**config.mk**
```make
export PLATFORM = sky130hd
export DESIGN_NAME = fp_round_pipe
export DESIGN_NICKNAME = d
export VERILOG_FILES = /design/src/rtl/fp_pkg.sv /design/src/rtl/fp_rnd_inc.sv /design/src/rtl/fp_round_pipe.sv
export SDC_FILE = /design/constraint.sdc
export NUM_CORES = 1
export LEC_CHECK = 0
export BUFFER_PORTS_ARGS = -buffer_cell sky130_fd_sc_hd__buf_4
export CORE_AREA = 4 4 96 98
export DETAILED_ROUTE_END_ITERATION = 12
export DIE_AREA = 0 0 100 102
export GPL_TIMING_DRIVEN = 0
export HOLD_SLACK_MARGIN = 0.12
export PLACE_DENSITY = 0.73
export SETUP_SLACK_MARGIN = 0.5
export SLEW_MARGIN = 10
export SYNTH_ARGS = -nofsm -noshare
export SYNTH_HDL_FRONTEND = slang
export SYNTH_SLANG_ARGS = --single-unit
```
**constraint.sdc**
```tcl
create_clock -name clk_i -period 2.4 [get_ports clk_i]
set_clock_uncertainty 0.05 [all_clocks]
set_input_delay 0.12 -clock clk_i [delete_from_list [all_inputs] [get_ports clk_i]]
set_output_delay 0.12 -clock clk_i [all_outputs]
set_load 0.01 [all_outputs]
```
**src/rtl/fp_pkg.sv**
```systemverilog
// rtl/fp_pkg.sv - shared floating-point types, format helpers and rounding increment
package fp_pkg;

   typedef enum logic [1:0] {FP32 = 2'd0, FP64 = 2'd1, FP16 = 2'd2} fp_format_e;

   typedef enum logic [2:0] {
      RNE = 3'd0,
      RTZ = 3'd1,
      RDN = 3'd2,
      RUP = 3'd3,
      RMM = 3'd4
   } roundmode_e;

   localparam int unsigned MAX_FP_WIDTH = 64;

   // u_result is sized for the widest format; narrower formats use the low bits
   typedef struct packed {
      logic [MAX_FP_WIDTH-1:0] u_result;
      logic [1:0]              rs;
      logic                    round_en;
      logic                    invalid;
      logic                    exp_cout;
   } uround_res_t;

   localparam int unsigned FLAG_NV = 4;
   localparam int unsigned FLAG_DZ = 3;
   localparam int unsigned FLAG_OF = 2;
   localparam int unsigned FLAG_UF = 1;
   localparam int unsigned FLAG_NX = 0;

   function automatic int unsigned exp_bits(fp_format_e fmt);
      case (fmt)
         FP64:    return 11;
         FP16:    return 5;
         default: return 8;
      endcase
   endfunction

   function automatic int unsigned man_bits(fp_format_e fmt);
      case (fmt)
         FP64:    return 52;
         FP16:    return 10;
         default: return 23;
      endcase
   endfunction

   function automatic int unsigned fp_width(fp_format_e fmt);
      return 1 + exp_bits(fmt) + man_bits(fmt);
   endfunction

   function automatic logic rnd_inc(logic r, logic s, logic lsb, logic sign, roundmode_e mode);
      case (mode)
         RNE:     return r & (s | lsb);
         RTZ:     return 1'b0;
         RDN:     return (r | s) & sign;
         RUP:     return (r | s) & ~sign;
         RMM:     return r;
         default: return 1'b0;
      endcase
   endfunction

endpackage

```
**src/rtl/fp_rnd_inc.sv**
```systemverilog
// rtl/fp_rnd_inc.sv - combinational round-increment decode from guard/sticky/lsb/sign
module fp_rnd_inc
   import fp_pkg::*;
(
   input  logic       r,
   input  logic       s,
   input  logic       lsb,
   input  logic       sign,
   input  roundmode_e mode,
   output logic       inc
);

   assign inc = rnd_inc(r, s, lsb, sign, mode);

endmodule

```
**src/rtl/fp_round_pipe.sv**
```systemverilog
// rtl/fp_round_pipe.sv - two-stage valid/ready rounding pipeline with IEEE flag generation
module fp_round_pipe
   import fp_pkg::*;
#(
   parameter  fp_format_e  FP_FORMAT  = FP32,
   localparam int unsigned EXP_WIDTH  = exp_bits(FP_FORMAT),
   localparam int unsigned MANT_WIDTH = man_bits(FP_FORMAT),
   localparam int unsigned FP_WIDTH   = fp_width(FP_FORMAT)
)(
   input  logic                clk_i,
   input  logic                rst_ni,
   input  logic                valid_i,
   output logic                ready_o,
   input  uround_res_t         urnd_i,
   input  roundmode_e          rnd_i,
   output logic                valid_o,
   input  logic                ready_i,
   output logic [FP_WIDTH-1:0] result_o,
   output logic [4:0]          fflags_o
);

   localparam int unsigned EM_WIDTH = EXP_WIDTH + MANT_WIDTH;

   logic                s1_valid, s2_valid, s1_en, s2_en;
   logic                inc_d;
   logic [FP_WIDTH-1:0] s1_u;
   logic [1:0]          s1_rs;
   logic                s1_ren, s1_inv, s1_cout, s1_inc;
   roundmode_e          s1_rnd;
   logic [FP_WIDTH-1:0] s2_result;
   logic [4:0]          s2_flags;
   logic                unused_urnd;

   assign unused_urnd = ^urnd_i.u_result;

   assign s2_en   = ~s2_valid | ready_i;
   assign s1_en   = ~s1_valid | s2_en;
   assign ready_o = s1_en;

   fp_rnd_inc u_rnd_inc (
      .r    (urnd_i.rs[1]),
      .s    (urnd_i.rs[0]),
      .lsb  (urnd_i.u_result[0]),
      .sign (urnd_i.u_result[FP_WIDTH-1]),
      .mode (rnd_i),
      .inc  (inc_d)
   );

   always_ff @(posedge clk_i) begin
      if (!rst_ni) begin
         s1_valid <= 1'b0;
      end else if (s1_en) begin
         s1_valid <= valid_i;
         if (valid_i) begin
            s1_u    <= urnd_i.u_result[FP_WIDTH-1:0];
            s1_rs   <= urnd_i.rs;
            s1_ren  <= urnd_i.round_en;
            s1_inv  <= urnd_i.invalid;
            s1_cout <= urnd_i.exp_cout;
            s1_inc  <= inc_d;
            s1_rnd  <= rnd_i;
         end
      end
   end

   logic                 sign, finite, ovf, to_inf, nx;
   logic [EM_WIDTH-1:0]  em, sum, ovf_sum;
   logic [EXP_WIDTH-1:0] exp_in;
   logic [FP_WIDTH-1:0]  res_d;
   logic [4:0]           flags_d;

   assign sign    = s1_u[FP_WIDTH-1];
   assign em      = s1_u[EM_WIDTH-1:0];
   assign exp_in  = em[EM_WIDTH-1:MANT_WIDTH];
   assign finite  = ~&exp_in;
   assign sum     = em + EM_WIDTH'(s1_inc);
   // Overflow is judged on the magnitude rounded up whenever the guard bit is set,
   // so truncating modes still flag it and saturate to max finite.
   assign ovf_sum = em + EM_WIDTH'(s1_inc | s1_rs[1]);
   assign ovf     = s1_cout | (finite & (&ovf_sum[EM_WIDTH-1:MANT_WIDTH]));

   always_comb begin
      res_d            = s1_u;
      flags_d          = '0;
      flags_d[FLAG_NV] = s1_inv;
      to_inf           = 1'b0;
      nx               = 1'b0;
      if (s1_ren) begin
         res_d = {sign, sum};
         nx    = s1_rs[1] | s1_rs[0] | ovf;
         if (ovf) begin
            case (s1_rnd)
               RNE, RMM: to_inf = 1'b1;
               RUP:      to_inf = ~sign;
               RDN:      to_inf = sign;
               default:  to_inf = 1'b0;
            endcase
            res_d = to_inf ? {sign, {EXP_WIDTH{1'b1}}, {MANT_WIDTH{1'b0}}}
                           : {sign, {{(EXP_WIDTH-1){1'b1}}, 1'b0}, {MANT_WIDTH{1'b1}}};
         end
         flags_d[FLAG_OF] = ovf;
         flags_d[FLAG_UF] = nx & (exp_in == '0);
         flags_d[FLAG_NX] = nx;
      end
   end

   always_ff @(posedge clk_i) begin
      if (!rst_ni) begin
         s2_valid  <= 1'b0;
         s2_result <= '0;
         s2_flags  <= '0;
      end else if (s2_en) begin
         s2_valid <= s1_valid;
         if (s1_valid) begin
            s2_result <= res_d;
            s2_flags  <= flags_d;
         end
      end
   end

   assign valid_o  = s2_valid;
   assign result_o = s2_result;
   assign fflags_o = s2_flags;

endmodule

```
==> summary.md, run 1 <==
| Metric | Value |
|---|---|
| Clock sink count | 79 |
| Xor and xnor area share after synthesis | 0.0428 |
| Fill cells | 565 |
| Commonest non-fill, non-tap cell in the layout | buf_4 |
| Storage cell area | 0.00199 mm^2 |
| Placed cell area | 0.00471 mm^2 |
| Final WS setup | -0.278 ns |
| Final Max Tran Viols | 0 |
| Worst-Margin Slew | 0.758 ns |
| Final Hold Vio Count | 0 |
| Max VDD drop | 0.000411 V |
| Layout Nets | 645 |
| Pleak | 2.43 nW |
| Most frequent cells in the layout | buf_4 (127), dlygate4sd3_1 (44), edfxtp_1 (41) |
| Vias in the first global route | 3623 |
| Max-Slew Margin vs Limit | 0.495 |
| Synth unique cells | 60 |
| Busiest grt layer | met2 |
| Largest family of logic cells by synthesized area | simple AND/OR/NAND/NOR gates |
| Clock Pin Slew Worst Setup and Hold Paths | 0.09 ns |
| Starting Density | 0.460 |
| Setup CP Type | flop to flop |
| Hpwl dp | 7860 um |
| Core Box Area | 0.00847 mm^2 |
| Drt total wl | 12700 um |
| DR vias/cell | 5.82 |
| CTS tree | done |
| Die Span Y | 102 um |
| Routed len/inst | 18.7 um |
| Setup_tns | -6.50 ns |
| Crit path time final | 2.68 ns |
| Cells after synthesis | 377 |
| Share of post-route cells with drive strength above 1 | 0.383 |
| Dominant synthesized flop cell | edfxtp_1 |
| Post-DRT Antenna Nets | 0 |
| Clock Tree Buf Depth | 2 |
| Met2 Use GR | 0.378 |
| Die W | 100 um |
| M3 GR Usage | 0.0532 |
| Post-Synth Adder-Cell Area | 0.00643 |
| Syn Nets | 455 |
| Clock Latency Late Sink | 0.36 ns |
| EDFF count, synth | 41 |
| PwrDens | 525 mW/mm^2 |
| Standard-cell rows | 34 |
| Mux cell area share after synthesis | 0.0158 |
| Worst hold path type | input pin to flop |
| I/O Pins | 115 |
| GRT Overall Usage | 0.237 |
| H-tree levels | 3 |
| Gr ovfl total | 0 |
| Reg-to-reg slack, setup | -0.28 ns |
| Compound-gate portion of the synthesized area | 0.176 |
| Initial antenna violation count | 0 |
| Outcome | complete, but fails checks |
| Met1 usage | 0.314 |
| Mean Syn Cell Area | 10.3 um^2 |
| Final critical-path share of the clock period | 1.12 |
| Number of iterations in the first detailed-routing pass | 6 |
| Top cell by count, worst path | buf_6 |
| Critical Path Fanout Max | 10 |
| Area Growth Syn to Fin | 56.7% |
| Port Buffers | 81 |
| Gpl congestion | 0.894 |
| RSZ-0062 raised after global routing | yes |
| First-pass GRT wire length | 18700 um |
| CTS Buf Count | 9 |
| Register area share after synthesis | 0.512 |
| Area occupied by multi-input gates | 0.00199 mm^2 |
| Initial DRC count | 374 |
| Arr. time, crit path | 2.87 ns |
| Yosys reg bits | 79 |
| Async SR Flop Fraction | 0 |
| Cell Chain, Critical Path | nand2_4 -> buf_12 -> nor3_4 -> and4b_1 -> o21ai_2 -> o41a_1 -> buf_6 -> o41ai_4 -> buf_6 -> a211oi_1 |
| Full die area | 0.0102 mm^2 |
| Post-synthesis simple-gate area fraction | 0.190 |
| Count of final setup violators | 34 |
| Achievable clock frequency | 373 MHz |
| Failing checks | negative setup slack |
| CP Launch Type | flop |
| Detailed-route via count | 3960 |
| Synthesized cell area | 0.00389 mm^2 |
| Max-cap violations | 0 |
| CP max stage delay | 0.50 ns |
| Largest net degree at the start of global routing | 42 |
| DRC Markers | 0 |
| Fin area | 0.00610 mm^2 |
| N_diodes | 0 |
| Crit-path slowest cell | edfxtp_1 |
| Worst EP required | 2.59 ns |
| Synth warn | 0 |
| Worst Setup End Kind | flop |
| Clock root buffer | clkbuf_8 |
==> path summary, 6_finish.rpt <==
check	start	cells past startpoint	to
setup / recovery	s1_u[8]	10	result_o[6]
hold / removal	rst_ni	3	fflags_o[0]
setup reg to reg	s1_u[8]	10	result_o[6]
hold reg to reg	fflags_o[4]	2	fflags_o[4]
==> state kept, by name (all words and copies together), names as in the netlist <==
register  count
s1_rs         2
s1_u         32
s1_inc        1
s1_cout       1
result_o     32
s1_inv        1
valid_o       1
s1_ren        1
fflags_o      4
s1_valid      1
s1_rnd        3
==> worst max-delay path: cells and delay by family (launching register included) <==
kind                   cells  cell delay [ns]
AO/OA/AOI/OAI              4             0.83
AND/OR/NAND/NOR            3             0.69
flip-flops                 1             0.50
buffers and inverters      3             0.48
==> cells by family after synthesis <==
kind of cell / Yosys count
simple gates: 139
compound gates: 100
flops: 79
buf+inv: 31
xor+xnor: 19
mux: 6
fa+ha+maj: 2
other cells: 1
==> where the power goes <==
part	leakage (nW)	total, mW	internal (mW)	switching, mW
Clock	0.109	1.11	0.588	0.524
Sequential	0.697	1.55	1.50	0.0574
Combinational	1.63	0.536	0.282	0.254
==> synth_stat cells (3+ instances only) <==
library cell  count  share of area
or3_1             3         0.0048
o221ai_1          8          0.018
nor2_1           29          0.028
edfxtp_1         41           0.32
xor2_1            8          0.018
o32ai_1           3         0.0068
clkbuf_8          6          0.021
xnor2_1          11          0.025
inv_1             6         0.0058
clkbuf_1          9         0.0087
nor4_1            9          0.014
o211ai_1          5         0.0097
and3_2            3         0.0058
a21oi_1          35          0.045
o21ai_0          17          0.022
nand4_1          10          0.016
nor3_1            4         0.0051
nand2_1          31          0.030
o22ai_1           7          0.011
mux2i_1           5          0.013
dfxtp_1          38           0.20
and2_1            3         0.0048
a31oi_1           4         0.0064
and3_1           11          0.018
buf_6             4          0.012
nand3_1          23          0.030
==> timing repair <==
action	4_1_cts	5_1_grt
buffers inserted	15	38
pin swaps	10	18
hold buffers	44	0
setup endpoints to repair	36	77
cloned	1	0
resized for setup	21	33
hold endpoints to repair	45	0
==> area by class of cell <==
class / count / area share
Multi-Input combinational cell: 267 / 0.326
Buffer: 25 / 0.0357
Sequential cell: 79 / 0.327
Timing Repair Buffer: 179 / 0.250
Clock inverter: 7 / 0.0154
Clock buffer: 9 / 0.0203
Tap cell: 108 / 0.0222
Inverter: 6 / 0.00369
==> routing by layer <==
layer	up-vias	routed length (um)
met3	38	1350
li1	1814	-
met1	1861	4960
met4	0	390
met5	-	0
met2	247	6000
==> through the flow <==
| step | hold slack, ns | setup slack (ns) | utilization | power (mW) | cells |
|---|---|---|---|---|---|
| floorplan | 0.169 | 0.0573 | - | 1.77 | 377 |
| global placement | 0.248 | -0.439 | 0.557 | 1.95 | 566 |
| detailed placement | 0.249 | -0.468 | 0.557 | 1.96 | 566 |
| CTS | 0.165 | -0.242 | 0.665 | 3.13 | 642 |
| global route | 0.171 | -0.367 | 0.720 | 3.30 | 680 |
| finish | 0.181 | -0.278 | 0.720 | 3.20 | 680 |
Note: power is estimated with default switching activity, not from simulation.
==> run 2: changes to the inputs <==
--- a/config.mk
+++ b/config.mk
@@ -5,13 +5,14 @@
 export SDC_FILE = /design/constraint.sdc
 export NUM_CORES = 1
 export LEC_CHECK = 0
-export BUFFER_PORTS_ARGS = -buffer_cell sky130_fd_sc_hd__buf_4
-export CORE_AREA = 4 4 96 98
+export CORE_AREA = 4 4 68 117
 export DETAILED_ROUTE_END_ITERATION = 12
-export DIE_AREA = 0 0 100 102
+export DIE_AREA = 0 0 72 121
+export DONT_BUFFER_PORTS = 1
 export GPL_TIMING_DRIVEN = 0
 export HOLD_SLACK_MARGIN = 0.12
-export PLACE_DENSITY = 0.73
+export PLACE_DENSITY = 0.7
+export REMOVE_ABC_BUFFERS = 1
 export SETUP_SLACK_MARGIN = 0.5
 export SLEW_MARGIN = 10
 export SYNTH_ARGS = -nofsm -noshare
==> summary.md, run 2 (synthesis results as in run 1) <==
| Metric | Value |
|---|---|
| Outcome | complete, but fails checks |
| Failing checks | negative setup slack |
| Drt total wl | 11700 um |
| Port Buffers | 0 |
| Die W | 72 um |
| CP Launch Type | flop |
| Worst Setup End Kind | flop |
| Share of post-route cells with drive strength above 1 | 0.278 |
| R2r startpoint | s1_u[10] |
| H-tree levels | 3 |
| Core Box Area | 0.00708 mm^2 |
| Gr ovfl total | 0 |
| Final critical-path share of the clock period | 1.09 |
| Final Max Tran Viols | 0 |
| Placed Cells | 440 |
| Non-Filler Instances | 553 |
| Final Hold Vio Count | 0 |
| Worst-Margin Slew | 0.926 ns |
| Placed cell area | 0.00385 mm^2 |
| Area occupied by multi-input gates | 0.00198 mm^2 |
| Cell Chain, Critical Path | nand3_4 -> nor4_4 -> and4b_2 -> nor2_4 -> o41a_1 -> o41ai_4 -> buf_6 -> a211oi_2 |
| Max-cap violations | 0 |
| Hold Startpoint | rst_ni |
| Most frequent cells in the layout | buf_4 (44), dlygate4sd3_1 (43), edfxtp_1 (41) |
| Hpwl dp | 6710 um |
| Arr. time, crit path | 2.75 ns |
| Post-DRT Antenna Nets | 0 |
| Crit-path slowest cell | o41a_1 |
| Storage cell area | 0.00199 mm^2 |
| DRC Markers | 0 |
| Clock Latency Late Sink | 0.34 ns |
| PwrDens | 636 mW/mm^2 |
| Worst EP required | 2.53 ns |
| Critical Path Fanout Max | 7 |
| WHS | 0.148 ns |
| Clock Tree Buf Depth | 2 |
| CP max stage delay | 0.54 ns |
| Clock root buffer | clkbuf_16 |
| Count of final setup violators | 34 |
| WHS Path Cells | 2 |
| Full die area | 0.00871 mm^2 |
| Detailed-route via count | 3453 |
| CTS tree | done |
| Die Span Y | 121 um |
| DR vias/cell | 6.24 |
| I/O Pins | 115 |
| CTS Buf Count | 9 |
| Commonest non-fill, non-tap cell in the layout | buf_4 |
| Clock Pin Slew Worst Setup and Hold Paths | 0.06 ns |
| Largest net degree at the start of global routing | 43 |
| Fin area | 0.00533 mm^2 |
| Max VDD drop | 0.000543 V |
| Achievable clock frequency | 381 MHz |
| Routed len/inst | 21.2 um |
| Standard-cell rows | 41 |
| Clock sink count | 79 |
| Critical R2R Capture | result_o[6] |
| Hold Path End | result_o[0] |
| Worst setup path startpoint | s1_u[10] |
| Setup CP Type | flop to flop |
| GRT Overall Usage | 0.280 |
| First-pass GRT wire length | 18200 um |
| RSZ-0062 raised after global routing | yes |
| Final WS setup | -0.223 ns |
| Reg2Reg Depth | 8 |
| N_diodes | 0 |
| Starting Density | 0.549 |
| Max-Slew Margin vs Limit | 0.381 |
| Area Growth Syn to Fin | 37.0% |
| Initial DRC count | 249 |
| Vias in the first global route | 3605 |
| Initial antenna violation count | 0 |
| Gpl congestion | 0.921 |
| Number of iterations in the first detailed-routing pass | 5 |
| Crit path time final | 2.62 ns |
| Largest delay share family, worst path | simple AND/OR/NAND/NOR gates |
| Fill cells | 473 |
| Buffers plus inverters on the worst setup path | 1 |
| Pleak | 1.96 nW |
| Worst hold path type | input pin to flop |
| Layout Nets | 540 |
| Reg-to-reg slack, setup | -0.22 ns |
==> run 2: cell types whose count changed in the layout (fill, tap and decap cells not counted), moves of 3 or more <==
cell	previous run	this run
nor2_1	28	22
nor2_4	1	4
clkbuf_1	7	1
a21oi_2	2	6
clkbuf_8	15	0
clkbuf_16	0	9
buf_4	127	44
a21oi_1	31	27
nor2_2	0	3
and3_2	1	4
==> run 2: metal layers <==
| metal | vias to the layer above | GRT usage | routed length (um) |
|---|---|---|---|
| met4 | 0 | 0.156 | 522 |
| met2 | 151 | 0.513 | 6540 |
| met3 | 41 | 0.0547 | 762 |
| li1 | 1594 | - | - |
| met1 | 1667 | 0.287 | 3890 |
| met5 | - | 0 | 0 |
==> run 2: worst max-delay path by stage <==
stage | depth (start not counted) | endpoint | slack [ns]
after global routing | 9 | result_o[6] | -0.29
after global placement | 5 | fflags_o[1] | -1.33
after CTS | 8 | result_o[6] | -0.12
after detailed placement | 7 | result_o[11] | -0.83
final | 8 | result_o[6] | -0.22
after floorplan | 7 | result_o[24] | -0.33
==> run 2: worst register-to-register path, stage by stage, from the launching register on <==
cell and delay (ns):
edfxtp_1 0.45, nand3_4 0.15, nor4_4 0.35, and4b_2 0.34, nor2_4 0.07, o41a_1 0.54
o41ai_4 0.29, buf_6 0.19, a211oi_2 0.04
==> run 2: stage by stage <==
stage	setup TNS [ns]	util	worst slack, ns	total power, mW
6_report	-3.77	0.753	-0.223	3.39
5_1_grt	-6.00	0.753	-0.291	3.50
4_1_cts	-1.41	0.729	-0.121	3.37
3_5_place_dp	-22.88	0.544	-0.834	1.81
3_3_place_gp	-42.61	0.537	-1.33	1.80
2_1_floorplan	-8.45	-	-0.325	1.74
==> run 2: layout make-up <==
cell class / instances / area share
Clock buffer: 10 / 0.0430
Sequential cell: 79 / 0.374
Tap cell: 86 / 0.0202
Timing Repair Buffer: 99 / 0.171
Clock inverter: 6 / 0.0160
Multi-Input combinational cell: 267 / 0.372
Inverter: 6 / 0.00423
==> run 2: power by group <==
part           switching [mW]  internal, mW
combinational           0.189         0.173
clock                   0.538         0.907
sequential             0.0841          1.50
total                   0.811          2.58
==> run 2: timing repair <==
item                                   4_1_cts  5_1_grt
endpoints found under the hold margin       70        0
cloned                                       1        0
setup endpoints to repair                   34       76
gates resized for setup                     39       29
buffers inserted                            47        5
pin swaps                                   21       14
hold buffers                                44        0
==> run 3: changes to the inputs <==
==> constraint.sdc (replaced) <==
create_clock -name clk_i -period 2.4 [get_ports clk_i]
set_clock_uncertainty 0.05 [all_clocks]
set_input_delay 0.48 -clock clk_i [delete_from_list [all_inputs] [get_ports clk_i]]
set_output_delay 0.48 -clock clk_i [all_outputs]
set_load 0.1 [all_outputs]
==> summary.md, run 3 (synthesis results as in run 1) <==
| Metric | Value |
|---|---|
| Count of final setup violators | 33 |
| CP max stage delay | 0.55 ns |
| Worst-Margin Slew | 1.03 ns |
| Die W | 72 um |
| Clock Tree Buf Depth | 2 |
| Hpwl dp | 6710 um |
| Gpl congestion | 0.921 |
| Setup CP Type | flop to flop |
| Clock Pin Slew Worst Setup and Hold Paths | 0.06 ns |
| R2r startpoint | s1_u[10] |
| Net Switching | 1.05 mW |
| Final WS setup | -0.208 ns |
| Arr. time, crit path | 2.74 ns |
| Initial antenna violation count | 0 |
| WHS Path Cells | 0 |
| Critical R2R Capture | result_o[6] |
| Gr ovfl total | 0 |
| Largest net degree at the start of global routing | 43 |
| Clk pwr share | 0.400 |
| Reg2Reg Depth | 8 |
| Full die area | 0.00871 mm^2 |
| Vias in the first global route | 3350 |
| Max-cap violations | 0 |
| Seq pwr share | 0.514 |
| Combinational share of power | 0.086 |
| Critical Path Fanout Max | 7 |
| Number of iterations in the first detailed-routing pass | 5 |
| Layout Nets | 500 |
| Standard-cell rows | 41 |
| RSZ-0062 raised after global routing | yes |
| DR vias/cell | 6.47 |
| CP Launch Type | flop |
| Failing checks | negative setup slack |
| Core Box Area | 0.00708 mm^2 |
| Post-DRT Antenna Nets | 0 |
| H-tree levels | 3 |
| Crit-path slowest cell | o41a_1 |
| DRC Markers | 0 |
| Final Hold Vio Count | 0 |
| Worst hold path type | input pin to flop |
| Pleak | 1.78 nW |
| Max VDD drop | 0.000533 V |
| Worst Setup End Kind | flop |
| Cell-internal power | 2.53 mW |
| Area Growth Syn to Fin | 27.2% |
| Die Span Y | 121 um |
| Most frequent cells in the layout | buf_4 (47), edfxtp_1 (41), dfxtp_1 (37) |
| Fin util | 0.699 |
| Share of post-route cells with drive strength above 1 | 0.323 |
| Drt total wl | 10900 um |
| Commonest non-fill, non-tap cell in the layout | buf_4 |
| Crit path time final | 2.61 ns |
| Outcome | complete, but fails checks |
| Cell Chain, Critical Path | nand3_4 -> nor4_4 -> and4b_2 -> nor2_4 -> o41a_1 -> o41ai_4 -> buf_6 -> a211oi_2 |
| Hold Path End | s1_u[25] |
| Port Buffers | 0 |
| CTS Buf Count | 9 |
| Switching part of the total | 0.293 |
| Clock root buffer | clkbuf_16 |
| N_diodes | 0 |
| PwrDens | 725 mW/mm^2 |
| Starting Density | 0.549 |
| Worst EP required | 2.53 ns |
| Routed len/inst | 21.3 um |
| Final Max Tran Viols | 0 |
| Clock Latency Late Sink | 0.34 ns |
| Hold Startpoint | urnd_i[30] |
| Post-layout total power | 3.59 mW |
| CTS tree | done |
| Final critical-path share of the clock period | 1.09 |
| I/O Pins | 115 |
| Reg-to-reg slack, setup | -0.21 ns |
| Hold Buf Count CTS | 0 |
| Clock sink count | 79 |
| Initial DRC count | 215 |
| GRT Overall Usage | 0.258 |
| Max-Slew Margin vs Limit | 0.312 |
| First-pass GRT wire length | 16700 um |
| Achievable clock frequency | 383 MHz |
| Detailed-route via count | 3321 |
[run 3: worst max-delay path, delay by kind of cell, from the launching register on]
family | cells | cell delay (ns)
flip-flops | 1 | 0.45
AO/OA/AOI/OAI | 3 | 0.89
buffers and inverters | 1 | 0.19
AND/OR/NAND/NOR | 4 | 0.88
[run 3: per-layer routing]
layer,GRT usage,part of all wire,vias up
li1,-,-,1523
met1,0.262,0.34,1593
met2,0.467,0.55,158
met3,0.0506,0.059,47
met4,0.162,0.054,0
met5,0,0,-
[run 3: final cells by class]
class,instances,area (um^2)
clock buffer,10,229
multi-input combinational,267,2000
tap,86,108
inverter,6,22.5
clock inverter,6,85.1
sequential,79,2000
fill,504,2130
timing repair buffer,59,504
[run 3: metrics by stage]
step	worst slack, ns	TNS (ns)	instance area (um^2)	cells	hold WS [ns]
2_1_floorplan	-0.858	-50.25	3690	352	0.421
3_3_place_gp	-1.79	-99.44	3800	438	0.439
3_5_place_dp	-0.834	-53.42	3850	440	0.466
4_1_cts	-0.121	-1.33	4730	502	0.174
5_1_grt	-0.284	-5.52	4950	513	0.171
6_report	-0.208	-3.06	4950	513	0.183
[run 3: worst max-delay path by stage]
stage / start / end / slack (ns) / cells past startpoint
4_1_cts: s1_u[11] / result_o[6] / -0.12 / 8
3_5_place_dp: s1_u[3] / result_o[11] / -0.83 / 7
2_1_floorplan: valid_o / s1_cout / -0.86 / 3
3_3_place_gp: valid_o / fflags_o[1] / -1.79 / 5
5_1_grt: s1_u[18] / result_o[6] / -0.28 / 9
6_report: s1_u[10] / result_o[6] / -0.21 / 8
[run 3: power groups by stage]
stage	Sequential, mW	Combinational (mW)	Clock [mW]
finish	1.84	0.309	1.43
global route	1.85	0.337	1.52
CTS	1.84	0.275	1.46
detailed placement	1.88	0.201	0
global placement	1.88	0.191	0
floorplan	1.85	0.154	0
[run 3: what timing repair did]
action | 4_1_cts | 5_1_grt
setup endpoints to repair | 78 | 75
gates resized for setup | 44 | 32
pin swaps | 19 | 10
buffers inserted | 46 | 10
gates cloned | 0 | 1
